[src/rtl/fetch_pkg.sv]
// Shared pipeline types for the fetch stage: bus request/response, fetch result and FSM states.
package fetch_pkg;

    localparam logic [63:0] PCINIT_DEFAULT = 64'h0000_0000_8000_0000;
    localparam logic [31:0] NOP_INSN       = 32'h0000_0013;

    typedef struct packed {
        logic        valid;
        logic [63:0] addr;
    } ibus_req_t;

    typedef struct packed {
        logic        addr_ok;
        logic        data_ok;
        logic [63:0] data;
    } ibus_resp_t;

    typedef struct packed {
        logic [63:0] pc;
        logic [31:0] instruction;
    } fetch_data_t;

    typedef enum logic [1:0] {
        FETCH = 2'd0,
        HOLD  = 2'd1,
        DRAIN = 2'd2
    } fetch_state_t;

    function automatic logic [63:0] pc_plus4(input logic [63:0] pc);
        return pc + 64'd4;
    endfunction

endpackage

[src/rtl/fetch_pcselect.sv]
// Next-PC mux for the fetch stage: redirect target, sequential pc+4, or hold.
module pcselect
    import fetch_pkg::*;
(
    input  logic        redirect_i,
    input  logic [63:0] redirect_pc_i,
    input  logic        advance_i,
    input  logic [63:0] pc_i,
    output logic [63:0] pc_o
);

    always_comb begin
        if (redirect_i) begin
            pc_o = redirect_pc_i;
        end else if (advance_i) begin
            pc_o = pc_plus4(pc_i);
        end else begin
            pc_o = pc_i;
        end
    end

endmodule

[src/rtl/fetch.sv]
// Instruction fetch stage: one outstanding bus request, one-entry hold buffer, redirect drain.
// FETCH_MISALIGN_CHECK_EN enables misaligned-PC trapping via a NOP with misalignF.
module fetch
    import fetch_pkg::*;
#(
    parameter logic [63:0] PCINIT = PCINIT_DEFAULT
) (
    input  logic        clk,
    input  logic        reset,
    output ibus_req_t   ireq,
    input  ibus_resp_t  iresp,
    input  logic        stallF,
    input  logic        redirect,
    input  logic [63:0] redirect_pc,
    output fetch_data_t dataF,
    output logic        validF
`ifdef FETCH_MISALIGN_CHECK_EN
    ,
    output logic        misalignF
`endif
);

    fetch_state_t state_q, state_d;
    logic [63:0]  pc_q, pc_d;
    fetch_data_t  data_q, data_d;
    logic         valid_q, valid_d;
    fetch_data_t  hold_q, hold_d;
    logic [63:0]  drain_addr_q, drain_addr_d;
    logic [63:0]  req_addr;
    logic         misaligned;
    logic         slot_free;
    logic         fetch_hit;
    logic         advance;

`ifdef FETCH_MISALIGN_CHECK_EN
    logic misalign_q, misalign_d;
    assign misaligned = (pc_q[1:0] != 2'b00);
    assign misalignF  = misalign_q;
`else
    assign misaligned = 1'b0;
`endif

    // Sequencing relies on data_ok alone; the upper data half is not an instruction.
    logic unused_resp;
    assign unused_resp = ^{iresp.addr_ok, iresp.data[63:32]};

    assign slot_free = !valid_q || !stallF;
    assign fetch_hit = (state_q == FETCH) && !misaligned && iresp.data_ok;
    assign advance   = !redirect && fetch_hit;

    always_comb begin
`ifdef FETCH_MISALIGN_CHECK_EN
        req_addr = pc_q;
`else
        req_addr = {pc_q[63:2], 2'b00};
`endif
        if (state_q == DRAIN) begin
            req_addr = drain_addr_q;
        end
    end

    assign ireq.valid = reset && ((state_q == DRAIN) || ((state_q == FETCH) && !misaligned));
    assign ireq.addr  = req_addr;

    pcselect u_pcselect (
        .redirect_i    (redirect),
        .redirect_pc_i (redirect_pc),
        .advance_i     (advance),
        .pc_i          (pc_q),
        .pc_o          (pc_d)
    );

    always_comb begin
        state_d      = state_q;
        data_d       = data_q;
        valid_d      = valid_q && !slot_free;
        hold_d       = hold_q;
        drain_addr_d = drain_addr_q;
`ifdef FETCH_MISALIGN_CHECK_EN
        misalign_d   = misalign_q;
`endif

        if (redirect) begin
            valid_d = 1'b0;
            hold_d  = '0;
`ifdef FETCH_MISALIGN_CHECK_EN
            misalign_d = 1'b0;
`endif
            unique case (state_q)
                FETCH: begin
                    // Only a request still in flight needs draining.
                    if (iresp.data_ok || misaligned) begin
                        state_d = FETCH;
                    end else begin
                        state_d      = DRAIN;
                        drain_addr_d = req_addr;
                    end
                end
                HOLD:    state_d = FETCH;
                DRAIN:   state_d = DRAIN;
                default: state_d = FETCH;
            endcase
        end else begin
            unique case (state_q)
                FETCH: begin
                    if (misaligned) begin
`ifdef FETCH_MISALIGN_CHECK_EN
                        if (slot_free) begin
                            data_d     = '{pc: pc_q, instruction: NOP_INSN};
                            valid_d    = 1'b1;
                            misalign_d = 1'b1;
                        end
`endif
                    end else if (iresp.data_ok) begin
                        if (slot_free) begin
                            data_d  = '{pc: pc_q, instruction: iresp.data[31:0]};
                            valid_d = 1'b1;
`ifdef FETCH_MISALIGN_CHECK_EN
                            misalign_d = 1'b0;
`endif
                        end else begin
                            hold_d  = '{pc: pc_q, instruction: iresp.data[31:0]};
                            state_d = HOLD;
                        end
                    end
                end
                HOLD: begin
                    if (!stallF) begin
                        data_d  = hold_q;
                        valid_d = 1'b1;
                        hold_d  = '0;
                        state_d = FETCH;
`ifdef FETCH_MISALIGN_CHECK_EN
                        misalign_d = 1'b0;
`endif
                    end
                end
                DRAIN: begin
                    if (iresp.data_ok) begin
                        state_d = FETCH;
                    end
                end
                default: state_d = FETCH;
            endcase
        end
    end

    always_ff @(posedge clk) begin
        if (!reset) begin
            state_q      <= FETCH;
            pc_q         <= PCINIT;
            data_q       <= '0;
            valid_q      <= 1'b0;
            hold_q       <= '0;
            drain_addr_q <= '0;
`ifdef FETCH_MISALIGN_CHECK_EN
            misalign_q   <= 1'b0;
`endif
        end else begin
            state_q      <= state_d;
            pc_q         <= pc_d;
            data_q       <= data_d;
            valid_q      <= valid_d;
            hold_q       <= hold_d;
            drain_addr_q <= drain_addr_d;
`ifdef FETCH_MISALIGN_CHECK_EN
            misalign_q   <= misalign_d;
`endif
        end
    end

    assign dataF  = data_q;
    assign validF = valid_q;

endmodule

[config.mk]
export PLATFORM = sky130hd
export DESIGN_NAME = fetch
export DESIGN_NICKNAME = d
export VERILOG_FILES = /design/src/rtl/fetch_pkg.sv /design/src/rtl/fetch_pcselect.sv /design/src/rtl/fetch.sv
export SDC_FILE = /design/constraint.sdc
export NUM_CORES = 1
export LEC_CHECK = 0
export BUFFER_PORTS_ARGS = -buffer_cell sky130_fd_sc_hd__buf_2
export CORE_ASPECT_RATIO = 1.25
export CORE_MARGIN = 2
export CORE_UTILIZATION = 50
export CTS_BUF_LIST = sky130_fd_sc_hd__clkbuf_4 sky130_fd_sc_hd__clkbuf_8 sky130_fd_sc_hd__clkbuf_16
export DETAILED_ROUTE_END_ITERATION = 8
export HOLD_SLACK_MARGIN = 0.1
export PLACE_DENSITY = 0.76
export SYNTH_ARGS = -nofsm -noshare
export SYNTH_HDL_FRONTEND = slang
export SYNTH_HIERARCHICAL = 1
export SYNTH_SLANG_ARGS = --single-unit
[constraint.sdc]
create_clock -name clk -period 2.86 [get_ports clk]
set_input_delay 0.143 -clock clk [delete_from_list [all_inputs] [get_ports clk]]
set_output_delay 0.143 -clock clk [all_outputs]
set_load 0.02 [all_outputs]
-- Yosys cells after proc, flatten, opt, wreduce, memory -nomap -nowiden
Cells that the tools add are included.
- add/subtract/negate cells: 1
- bitwise gates (word level): 3
- equality and inequality tests: 10
- multiplexer cells: 23
- reduce and logical (&&, ||, !) cells: 18
- operator list (operator ; count):
    96-bit two-way mux ; 6
    96-bit one-hot mux with 2 select lines ; 2
    64-bit two-way mux ; 3
    64-bit by 3-bit adder with 64-bit output, second input constant ; 1
    2-bit two-way mux ; 6
    3-bit inequality test, second input constant ; 4
    2-bit inequality test, second input constant ; 4
    4-bit AND reduction ; 2
    2-bit one-hot mux with 3 select lines ; 1
    5-bit AND reduction ; 1
    1-bit logical AND ; 4
    1-bit zero test ; 4
    2-bit one-hot mux with 2 select lines ; 1
    2-bit nonzero test ; 2
    1-bit two-way mux ; 3
    1-bit inverter ; 3
    3-bit AND reduction ; 1
    2-bit by 1-bit == test with 1-bit output, second input constant ; 1
    2-bit == test, second input constant ; 1
    2-bit zero test ; 1
    1-bit logical OR ; 2
    1-bit one-hot mux with 2 select lines ; 1
    2-bit OR reduction ; 1
- output and inout port bits: 162
- bits in registers: 323
- input port bits: 134
- logic and storage cells: 63

-- Logic depth before layout (Yosys ltp)
Gate-level depths: netlist of the first run.
- depth after elaboration: 7
- gate-level depth with buffers: 12
- mapped depth without buffers: 8

-- By module
Netlist of the first run, hierarchy kept.
- modules (own cells, without submodules) (module ; times used ; cells an instance ; area each (µm²)):
    fetch ; 1 ; 1503 ; 13708.1
    pcselect ; 1 ; 381 ; 2224.6

-- Least setup slack after synthesis of the first run
OpenSTA, ideal clock, no wires.
- path type: register -> register
- start: reg state_q[1]
- end: reg pc_q[24]
- stages on the path, launching flop included: 12
- path slack: -280 ps
- data required time: 2745 ps
- path buffers: 4
- data arrival time: 3025 ps
- setup time: 115 ps
- path through: dfxtp_1 clkbuf_2 buf_2 buf_1 nor3_1 nand3_1 or4_1 clkbuf_1 or4_2 xor2_1 o21ai_0 and2_1
- longest elaborated chain between the ends: 4
- RTL lines (what ; line ; text):
    start, declared ; fetch.sv:23 ; fetch_state_t state_q, state_d;
    start signal, assigned ; fetch.sv:160 ; state_q <= state_d;
    2-bit zero test ; fetch.sv:48 ; assign fetch_hit = (state_q == FETCH) && !misaligned && iresp.data_ok;
    1-bit logical AND ; fetch.sv:48 ;
    1-bit logical AND ; fetch.sv:49 ; assign advance = !redirect && fetch_hit;
    named net advance ; fetch.sv:33 ; logic advance;
    2-bit nonzero test (no line) ; n/a ;
    end signal, assigned ; fetch.sv:161 ; pc_q <= pc_d;
    end, declared ; fetch.sv:24 ; logic [63:0] pc_q, pc_d;
The timed path passes the listed nets, and every way through them passes these cells.
A chain may end at the register's enable or synchronous reset.

-- Final worst setup path of the first run
- start: reg state_q[1]
- end: reg state_q[0]
- longest elaborated chain between the ends: 3
- elaborated cells between the ends (all ways): 11
- those cells by class: 6 x eq/ne; 3 x mux; 2 x reduce/logical
- RTL lines (what ; line ; text):
    2-bit by 1-bit == test with 1-bit output (tied with other cells) ; fetch.sv:104 ; unique case (state_q)
    3-bit inequality test (no line) (tied with other cells) ; n/a ;
    4-bit AND reduction (no line) / 2-bit two-way mux (equally long branches) ; n/a ;
Several ways; a longest one is shown, not always the timed one.

==> impl_metrics.yaml, run 1 <==
detailed_routing:
  highest-signal-layer: "met5"
  ant_nets: 0
  vias: 16400
  drc: 0
  wl_met3_mm: 4.57
  route.met2.wl_mm: 25.8
  viasPerCell: 6.27
  drt_wl_total_mm: 54.7
  first_iter_violations: 1745
  first_pass_iters: 5
  wl_per_cell_um: 20.9
  m1WireLength_mm: 21.7
pwr:
  vdd_drop_max_mv: 0.396
  p_per_area_nw_per_um2: 558
  p_leak_nw: 7.89
global_route:
  antenna_found_initial: 1
  grtUsageTotal_pct: 31.4
  gr-total-overflow: 0
  grt_start_max_net_pins: 98
  grt_pass1_wl_mm: 84.4
  grt_pass1_vias: 15400
flow_run:
  maxCapViolCount: 0
critical_path:
  cp_data_required_time_ns: 3.32
  cpMostUsedCell: "buf_4"
  max_stage_delay_ns: 0.85
  cp-start-kind: "register"
  end_kind: "register"
  cp_slowest_cell: "buf_4"
  worstPathMaxFanout: 97
  crit_type: "reg -> reg"
  crit_arrival_ns: 3.16
  crit_chain: "buf_4 -> nor2_4 -> buf_4 -> nand3_1 -> nor2_1 -> dlygate4sd3_1"
floorplan:
  ioPinCount: 296
  dieWidth_um: 164
  die_area_um2: 33300
  fp.dieH_um: 204
  core-area_um2: 31600
  rows: 73
  start_util_pct: 50.4
clock_network:
  cts_max_level: 2
  cts_tree: "yes"
  cts_buffers: 35
  clkLatencyLatePin_ns: 0.51
  cts.sinks: 323
  cts_resized: 0
  cts_buffer_depth: 3
  cts_root_buf: "clkbuf_16"
  path_clk_slew_ns: 0.06
logic_synthesis:
  synth.cell_area_um2: 15900
  yosysSeqAreaShare_pct: 40.6
  synth-seq-cells: 323
  netlist_instances: 1884
  avgSynthCellArea_um2: 8.46
  synthArstFlopShare_pct: 0
  synth_area_leader_cell: "dfxtp_1"
  synthTopCellsByArea: "dfxtp_1, a31oi_1, nand3_1"
  synth_edf_count: 0
  synth.distinct_cells: 55
  syn-num-nets: 2019
  yosys.area.top_type_share_pct: 40.6
  ys_warn_count: 6
  synthFlopType: "dfxtp_1"
sta:
  finalSetupViolations: 0
  finalCritPeriodShare_pct: 94.4
  rsz0062_at_grt: "false"
  max_freq_mhz: 370
  fin_ws_ns: 0.159
  worst_pin_slew_ns: 1.24
  slew_headroom_pct: 17.0
  final.setup_skew_ns: 0.0106
  finalSetupTns_ns: 0
  post-route-min-period_ns: 2.70
  drv_slew: 0
  timing_hold_violations_final: 0
layout:
  fin_util_pct: 62.8
  final_nets: 2310
  syn_to_final_growth_pct: 24.7
  antenna_cells: 0
  drive_gt1_share_pct: 24.3
worst_hold_path:
  hp-class: "in -> reg"
placed_design:
  dpl.hpwl_mm: 32.7
  gp_congestion: 0.901
  io_buffers: 262
  place_ws_ns: 0.247
status:
  outcome: "finished, final reports clean"
-- repair_timing --
action	in CTS	in global routing
buffers inserted	0	0
endpoints found under the setup margin	0	0
hold buffers	98	0
endpoints found under the hold margin	130	0
-- state kept, by name, indices dropped and copies added, names as in the netlist --
register	count
validF	1
state_q	2
pc_q	64
dataF	96
drain_addr_q	64
hold_q	96
-- metal layers --
layer | vias to the layer above | global-route usage [%]
met1 | 7742 | 41.1
met3 | 180 | 4.15
li1 | 7464 | -
met4 | 2 | 13.5
met2 | 976 | 51.9
met5 | - | 0
-- final timing paths --
path | slack [ns] | cells after the start | endpoint | startpoint
hold / removal | 0.13 | 4 | state_q[1]$_SDFFE_PN0P_ | iresp[64]
hold reg to reg | 0.45 | 2 | drain_addr_q[1]$_SDFFE_PN0P_ | drain_addr_q[1]$_SDFFE_PN0P_
setup / recovery | 0.16 | 6 | state_q[0]$_SDFFE_PN0P_ | state_q[1]$_SDFFE_PN0P_
setup reg to reg | 0.16 | 6 | state_q[0]$_SDFFE_PN0P_ | state_q[1]$_SDFFE_PN0P_
-- layout make-up --
| cell class | count | area (µm²) |
|---|---|---|
| Clock inverter | 7 | 63.8 |
| Inverter | 10 | 42.5 |
| Clock buffer | 54 | 1110 |
| Timing Repair Buffer | 441 | 3030 |
| Tap cell | 412 | 515 |
| Multi-Input combinational cell | 1364 | 8630 |
| Fill cell | 2624 | 11700 |
| Sequential cell | 323 | 6470 |
-- Yosys cell counts (2+ instances only) --
| master | instances |
|---|---|
| dfxtp_1 | 323 |
| nand2_1 | 289 |
| nand3_1 | 217 |
| a31oi_1 | 206 |
| clkbuf_1 | 99 |
| mux2i_1 | 99 |
| and2_1 | 66 |
| a21oi_1 | 64 |
| mux2_2 | 64 |
| buf_2 | 61 |
| a211oi_1 | 56 |
| o21ai_0 | 45 |
| a211oi_2 | 40 |
| nor2_1 | 29 |
| xnor2_1 | 24 |
| nand4_1 | 22 |
| nor4_1 | 18 |
| nor3_1 | 17 |
| or4_1 | 17 |
| xor2_1 | 14 |
| buf_4 | 13 |
| or3_1 | 9 |
| inv_1 | 8 |
| o31ai_1 | 8 |
| and3_1 | 7 |
| buf_6 | 7 |
| nand2b_1 | 7 |
| nor2b_1 | 7 |
| a22oi_1 | 6 |
| buf_1 | 6 |
| and4_1 | 5 |
| a221o_1 | 3 |
| inv_2 | 2 |
| nand4_2 | 2 |
| nor4b_1 | 2 |
| or2_0 | 2 |
| or4_2 | 2 |
-- worst max-delay path, delay by kind of cell, from the launching register on --
kind	cells	cell delay, ns
buffers and inverters	3	1.76
and+or+nand+nor	3	0.51
DFF	1	0.35
-- report_power, final --
group	internal (mW)	switching (mW)
Sequential	4.68	0.153
Combinational	0.618	1.01
Clock	2.76	1.86
-- logic make-up after synthesis --
| kind of cell | count (synthesis) | share of synthesized area (%) |
|---|---|---|
| XOR/XNOR | 38 | 2.09 |
| flip-flops | 323 | 40.6 |
| multiplexers | 163 | 10.7 |
| buffers and inverters | 197 | 5.76 |
| adder cells (fa/ha/maj) | 2 | 0.141 |
| AO/OA/AOI/OAI | 430 | 18.2 |
| AND/OR/NAND/NOR | 731 | 22.5 |
-- placed cells by master (no fill, tap or decap), types with 8 or more instances in the layout --
cell type,netlist,layout
a21oi_1,64,64
buf_2,61,261
a211oi_1,56,56
mux2_2,64,64
or3_1,9,9
dfxtp_1,323,322
o21ai_0,45,45
nand2_1,289,289
o31ai_1,8,8
nor4_1,18,18
clkbuf_8,0,9
nor2_1,29,28
clkbuf_4,0,8
a211oi_2,40,40
and2_1,66,66
a31oi_1,206,206
or4_1,17,17
xor2_1,14,14
mux2i_1,99,99
buf_4,13,72
xnor2_1,24,24
inv_1,8,8
buf_12,0,10
nand3_1,217,217
clkbuf_16,0,37
nor3_1,17,16
nand4_1,22,22
dlygate4sd3_1,0,98
-- per-stage QoR --
| step | total power [mW] | std cells | hold slack, ns | cell area, µm² |
|---|---|---|---|---|
| finish | 11.1 | 2611 | 0.134 | 19900 |
| global route | 11.4 | 2611 | 0.189 | 19900 |
| CTS | 11.1 | 2611 | 0.123 | 19900 |
| detailed placement | 6.40 | 2452 | 0.439 | 17700 |
| global placement | 6.37 | 2452 | 0.426 | 17700 |
| floorplan | 5.84 | 1884 | 0.275 | 15900 |
Power figures use the tool's default switching activity.
==> inputs of run 2 (changes only) <==
==> config.mk (replaced) <==
export PLATFORM = sky130hd
export DESIGN_NAME = fetch
export DESIGN_NICKNAME = d
export VERILOG_FILES = /design/src/rtl/fetch_pkg.sv /design/src/rtl/fetch_pcselect.sv /design/src/rtl/fetch.sv
export SDC_FILE = /design/constraint.sdc
export NUM_CORES = 1
export LEC_CHECK = 0
export CORE_ASPECT_RATIO = 1.25
export CORE_MARGIN = 2
export CORE_UTILIZATION = 50
export DETAILED_ROUTE_END_ITERATION = 8
export DONT_BUFFER_PORTS = 1
export HOLD_SLACK_MARGIN = 0.1
export PLACE_DENSITY = 0.68
export SYNTH_ARGS = -nofsm -noshare
export SYNTH_HDL_FRONTEND = slang
export SYNTH_HIERARCHICAL = 1
export SYNTH_SLANG_ARGS = --single-unit
==> run 2 against run 1 <==
  * Critical path depth increased by 4
  * Power decreased by 0.59%
  * Global-route usage decreased by 0.32 points
  * Sequential cell count unchanged
  * Clock power increased by 2%
  * First-iteration DRC count decreased by 20%
  * Cell count decreased by 8.3%
  * Setup slack got worse by 0.019 ns
==> impl_metrics.yaml, run 2 (synthesis results as in run 1) <==
floorplan:
  dieWidth_um: 164
  start_util_pct: 50.4
  fp.dieH_um: 204
  die_area_um2: 33300
  rows: 73
  core-area_um2: 31600
  ioPinCount: 296
sta:
  rsz0062_at_grt: "false"
  worst_pin_slew_ns: 0.919
  finalCritPeriodShare_pct: 95.1
  drv_slew: 0
  final.setup_skew_ns: 0.0100
  timing_hold_violations_final: 0
  slew_headroom_pct: 38.8
  post-route-min-period_ns: 2.72
  max_freq_mhz: 368
  finalSetupViolations: 0
  finalSetupTns_ns: 0
detailed_routing:
  ant_nets: 0
  first_pass_iters: 6
  wl_per_cell_um: 22.6
  drt_wl_total_mm: 54.1
  vias: 15400
  drc: 0
  first_iter_violations: 1391
  viasPerCell: 6.41
clock_network:
  cts_root_buf: "clkbuf_16"
  clkLatencyLatePin_ns: 0.53
  path_clk_slew_ns: 0.07
  cts.sinks: 323
  cts_buffer_depth: 3
  cts_buffers: 34
  cts_tree: "yes"
  cts_max_level: 2
layout:
  drive_gt1_share_pct: 13.4
  postLayoutCellArea_um2: 19000
  syn_to_final_growth_pct: 19.5
  final_common_cell: "dfxtp_1"
  final_nets: 2084
  multiInputGateArea_um2: 8650
  final_cell_mix: "dfxtp_1, nand2_1, nand3_1"
  regArea_um2: 6470
  fill_cells: 2637
pwr:
  netSwitchingPower_mw: 2.97
  switching_share_pct: 27.0
  p_comb_share_pct: 12.1
  clkPwrFrac_pct: 42.7
  p_per_area_nw_per_um2: 578
  vdd_drop_max_mv: 0.453
  power_frac_seq_pct: 45.2
  p_leak_nw: 6.86
  intPower_mw: 8.04
status:
  outcome: "finished, final reports clean"
critical_path:
  r2r_cells: 10
  r2r-end: "pc_q[44]$_SDFF_PN0_"
  cp-start-kind: "register"
  cp_data_required_time_ns: 3.28
  max_stage_delay_ns: 0.63
  cp_slowest_cell: "or4_4"
  r2r_setup_slack_ns: 0.14
  cp-endpoint: "pc_q[44]$_SDFF_PN0_"
  crit_arrival_ns: 3.15
  crit_start: "state_q[0]$_SDFFE_PN0P_"
  worst-path-buf-inv: 2
  worstPathMaxFanout: 7
  cp.depth: 10
  reg2reg_from: "state_q[0]$_SDFFE_PN0P_"
  crit_type: "reg -> reg"
  cp_top_family: "simple AND/OR/NAND/NOR gates"
  crit_chain: "nand2b_4 -> nor3_4 -> and3_4 -> nand2_1 -> or4_4 -> buf_2 -> buf_4 -> o31ai_1 -> a31oi_1 -> and2_1"
  end_kind: "register"
global_route:
  antenna_found_initial: 10
  grt_pass1_vias: 14500
  grt_start_max_net_pins: 98
  grt_pass1_wl_mm: 82.5
  gr-total-overflow: 0
  grtUsageTotal_pct: 31.1
placed_design:
  gp_congestion: 0.900
  place_area_um2: 16300
  io_buffers: 0
  dpl.hpwl_mm: 32.0
flow_run:
  maxCapViolCount: 0
worst_hold_path:
  hp-class: "in -> reg"
==> run 2: changes by cell type in the layout (fill, tap and decap cells not counted), sizes merged <==
cell	before	now
clkbuf	54	53
diode	0	8
inv	11	10
bufinv	1	3
buf	343	78
dlygate4sd3	98	138
==> run 2: how the worst min path moves through the flow <==
| stage | startpoint | end | slack, ns | cells after the start |
|---|---|---|---|---|
| 2_1_floorplan | stallF | state_q[0]$_SDFFE_PN0P_ | 0.27 | 2 |
| 3_3_place_gp | reset | pc_q[31]$_SDFF_PN1_ | 0.24 | 1 |
| 3_5_place_dp | reset | pc_q[31]$_SDFF_PN1_ | 0.24 | 1 |
| 4_1_cts | redirect | pc_q[20]$_SDFF_PN0_ | 0.15 | 3 |
| 5_1_grt | stallF | hold_q[23]$_SDFFE_PP0P_ | 0.20 | 3 |
| 6_report | redirect | pc_q[30]$_SDFF_PN0_ | 0.16 | 3 |
==> run 2: cell type report <==
class / count / share of cell area (%)
diodes: 8 / 0.105
clock inverters: 8 / 0.624
inverters: 10 / 0.223
well taps: 412 / 2.71
clock buffers: 53 / 5.60
multi-input cells: 1364 / 45.4
repair buffers: 216 / 11.3
flip-flops and latches: 323 / 34.0
==> run 2: tightest hold or removal path, stage by stage <==
cell and delay (ns):
buf_16 0.19, o21ai_0 0.18, and2_1 0.12
==> run 2: what timing repair did <==
action	CTS	global route
gates resized for setup	1	4
setup endpoints to repair	2	11
setup buffers	0	5
hold buffers	140	0
hold endpoints to repair	164	0
pin swaps	0	3
==> run 2: power by group through the flow <==
stage               clock network, mW  logic, mW  registers, mW
global route                     4.94       1.42           4.99
global placement                    0       1.06           5.06
floorplan                           0      0.806           5.03
CTS                              4.75       1.30           4.97
finish                           4.71       1.33           4.97
detailed placement                  0       1.09           5.07
==> run 2: routing by layer <==
layer | vias to the layer above | routed length [µm] | GRT usage, %
li1 | 7002 | - | -
met1 | 7394 | 21900 | 40.1
met2 | 786 | 25300 | 49.8
met3 | 166 | 4430 | 6.59
met4 | 4 | 2480 | 14.3
met5 | - | 28 | 0
==> run 2: stage by stage <==
stage,instances,setup WS (ns),utilization [%],hold WS [ns],power (mW)
final,2394,0.139,60.2,0.161,11.0
after detailed placement,2180,0.160,51.7,0.240,6.15
after global routing,2392,0.0322,60.2,0.198,11.3
after global placement,2180,0.244,51.7,0.241,6.12
after CTS,2381,0.0203,60.0,0.150,11.0
after floorplan,1884,0.0236,-,0.275,5.84
==> inputs of run 3 (changes only) <==
--- a/config.mk
+++ b/config.mk
@@ -5,13 +5,13 @@
 export SDC_FILE = /design/constraint.sdc
 export NUM_CORES = 1
 export LEC_CHECK = 0
+export ABC_AREA = 1
 export CORE_ASPECT_RATIO = 1.25
 export CORE_MARGIN = 2
-export CORE_UTILIZATION = 50
+export CORE_UTILIZATION = 47
 export DETAILED_ROUTE_END_ITERATION = 8
 export DONT_BUFFER_PORTS = 1
 export HOLD_SLACK_MARGIN = 0.1
-export PLACE_DENSITY = 0.68
 export SYNTH_ARGS = -nofsm -noshare
 export SYNTH_HDL_FRONTEND = slang
 export SYNTH_HIERARCHICAL = 1
==> run 3 against run 2 <==
  * The flow now finishes with violations (hold timing)
  * Setup slack gained 0.10 ns
  * Sequential power is 3% higher
  * Critical path type unchanged
  * Routed wire length shrank 7.6%
  * Critical path depth grew 1
  * Power up 0.36%
  * Via count rose by 5.5%
==> impl_metrics.yaml, run 3 <==
status:
  outcome: "complete, but fails checks"
  violations: "hold timing"
layout:
  antenna_cells: 0
  drive_gt1_share_pct: 6.40
  final_cell_mix: "nand2_1, nor2_1, inv_1"
  fin_cells: 3317
  final_common_cell: "nand2_1"
  syn_to_final_growth_pct: 16.0
  final_nets: 2952
detailed_routing:
  ant_nets: 0
  vias: 16200
  drc: 0
  drt_wl_total_mm: 50.0
  first_pass_iters: 5
  viasPerCell: 4.88
  wl_per_cell_um: 15.1
  first_iter_violations: 1081
worst_hold_path:
  worst_hold_startpoint: "reset"
  hold_path_depth: 3
  hold_path_end: "drain_addr_q[9]$_SDFFE_PN0P_"
  hp-class: "in -> reg"
global_route:
  grt_pass1_vias: 15100
  grt_start_max_net_pins: 178
  grt_pass1_wl_mm: 79.8
  antenna_found_initial: 1
  grtUsageTotal_pct: 26.4
  gr-total-overflow: 0
sta:
  whs_ns: -0.0136
  post-route-min-period_ns: 2.62
  slew_headroom_pct: 25.6
  finalSetupViolations: 0
  finalSetupTns_ns: 0
  finalCritPeriodShare_pct: 91.6
  drv_slew: 0
  worst_pin_slew_ns: 1.12
  timing_hold_violations_final: 2
  final.setup_skew_ns: 0.0176
  max_freq_mhz: 382
  rsz0062_at_grt: "false"
critical_path:
  reg2reg_from: "pc_q[2]$_SDFF_PN0_"
  r2r-end: "pc_q[36]$_SDFF_PN0_"
  cp-start-kind: "register"
  worstPathMaxFanout: 5
  end_kind: "register"
  crit_arrival_ns: 3.06
  cp_data_required_time_ns: 3.30
  r2r_setup_slack_ns: 0.24
  r2r_cells: 11
  crit_type: "reg -> reg"
logic_synthesis:
  synthFlopType: "dfxtp_1"
  synth-simple-area-share_pct: 38.8
  synth_xor_area_share_pct: 1.10
  avgSynthCellArea_um2: 6.07
  synth_top_family_by_area: "simple AND/OR/NAND/NOR gates"
  yosys.area.top_type_share_pct: 38.7
  synthArstFlopShare_pct: 0
  synthTopCellsByArea: "dfxtp_1, nand2_1, nor2_1"
  yosysSeqAreaShare_pct: 38.7
  syn-num-nets: 2893
  synth.distinct_cells: 43
  synth.area.mux_share_pct: 0
  yosysMostFrequentCell: "nand2_1"
  synth_area_leader_cell: "dfxtp_1"
  netlist_instances: 2758
  synth-compound-area-share_pct: 8.44
  synth.cell_area_um2: 16700
  synth_edf_count: 0
  synthAdderAreaFrac_pct: 0.0748
  synth-seq-cells: 323
  synthTopCellsByCount: "nand2_1, nor2_1, inv_1"
  ys_warn_count: 6
placed_design:
  dp.cells: 3135
  dpl.hpwl_mm: 33.1
  gp_congestion: 0.896
  io_buffers: 0
floorplan:
  rows: 77
  die_area_um2: 37100
  start_util_pct: 47.4
  ioPinCount: 296
  fp.dieH_um: 215
  core-area_um2: 35300
  dieWidth_um: 173
pwr:
  p_leak_nw: 9.32
  vdd_drop_max_mv: 0.451
  power_mw: 11.0
  p_per_area_nw_per_um2: 569
clock_network:
  cts.sinks: 323
  clkLatencyLatePin_ns: 0.54
  cts_buffers: 36
  cts_buffer_depth: 3
  cts_max_level: 2
  path_clk_slew_ns: 0.07
  cts_tree: "yes"
  cts_root_buf: "clkbuf_16"
flow_run:
  maxCapViolCount: 0
-- run 3: cell type report --
class | count | area, µm²
timing repair buffer | 160 | 1570
fill | 3651 | 15900
tap | 474 | 593
clock buffer | 55 | 1090
inverter | 390 | 1460
clock inverter | 9 | 88.8
multi-input combinational | 1906 | 8130
sequential | 323 | 6470
-- run 3: worst max-delay path, cell delays in order, from the launching register on --
cell	delay, ns
dfxtp_1	0.44
ha_1	0.23
inv_1	0.05
nor2_1	0.22
nand3_1	0.13
nor2_2	0.18
nand2_1	0.21
xor2_1	0.27
o21ai_0	0.12
nand2_1	0.07
dlygate4sd3_1	0.54
inv_1	0.04
-- run 3: logic make-up (layout without fill, tap and decap cells) --
family | after synthesis | count (layout)
compound gates | 274 | 274
fa+ha+maj | 1 | 1
flops | 323 | 323
simple gates | 1610 | 1610
xor+xnor | 21 | 21
buf+inv | 529 | 614
-- run 3: repair_timing --
action | CTS | global route
resized for setup | 0 | 5
endpoints found under the hold margin | 278 | 0
setup endpoints to repair | 0 | 16
hold buffers | 113 | 0
buffers inserted | 0 | 5
-- run 3: power breakdown --
part / total (mW) / switching, mW / internal [mW] / leakage (nW)
Sequential: 5.11 / 0.372 / 4.74 / 2.64
Clock: 4.66 / 1.93 / 2.73 / 0.587
Combinational: 1.28 / 0.793 / 0.487 / 6.09
-- run 3: how the worst max path moves through the flow --
stage,startpoint,end,slack [ns]
2_1_floorplan,state_q[0]$_SDFFE_PN0P_,pc_q[25]$_SDFF_PN0_,0.87
3_3_place_gp,state_q[0]$_SDFFE_PN0P_,pc_q[29]$_SDFF_PN0_,0.59
3_5_place_dp,state_q[0]$_SDFFE_PN0P_,pc_q[49]$_SDFF_PN0_,0.59
4_1_cts,state_q[0]$_SDFFE_PN0P_,pc_q[29]$_SDFF_PN0_,0.04
5_1_grt,state_q[0]$_SDFFE_PN0P_,pc_q[32]$_SDFF_PN0_,0.02
6_report,pc_q[2]$_SDFF_PN0_,pc_q[36]$_SDFF_PN0_,0.24
-- run 3: stage by stage --
stage	setup slack (ns)	util, %	cell area (µm²)
4_1_cts	0.0402	54.9	19400
5_1_grt	0.0155	55.0	19400
2_1_floorplan	0.875	-	16700
6_report	0.240	55.0	19400
3_5_place_dp	0.589	48.3	17000
3_3_place_gp	0.588	48.3	17000
-- run 3: metal layers --
metal / vias to the layer above / GRT usage [%] / wire [µm]
li1: 8375 / - / -
met1: 7260 / 33.8 / 22100
met2: 472 / 43.9 / 22800
met3: 92 / 5.70 / 3570
met4: 2 / 9.24 / 1570
met5: - / 0 / 14
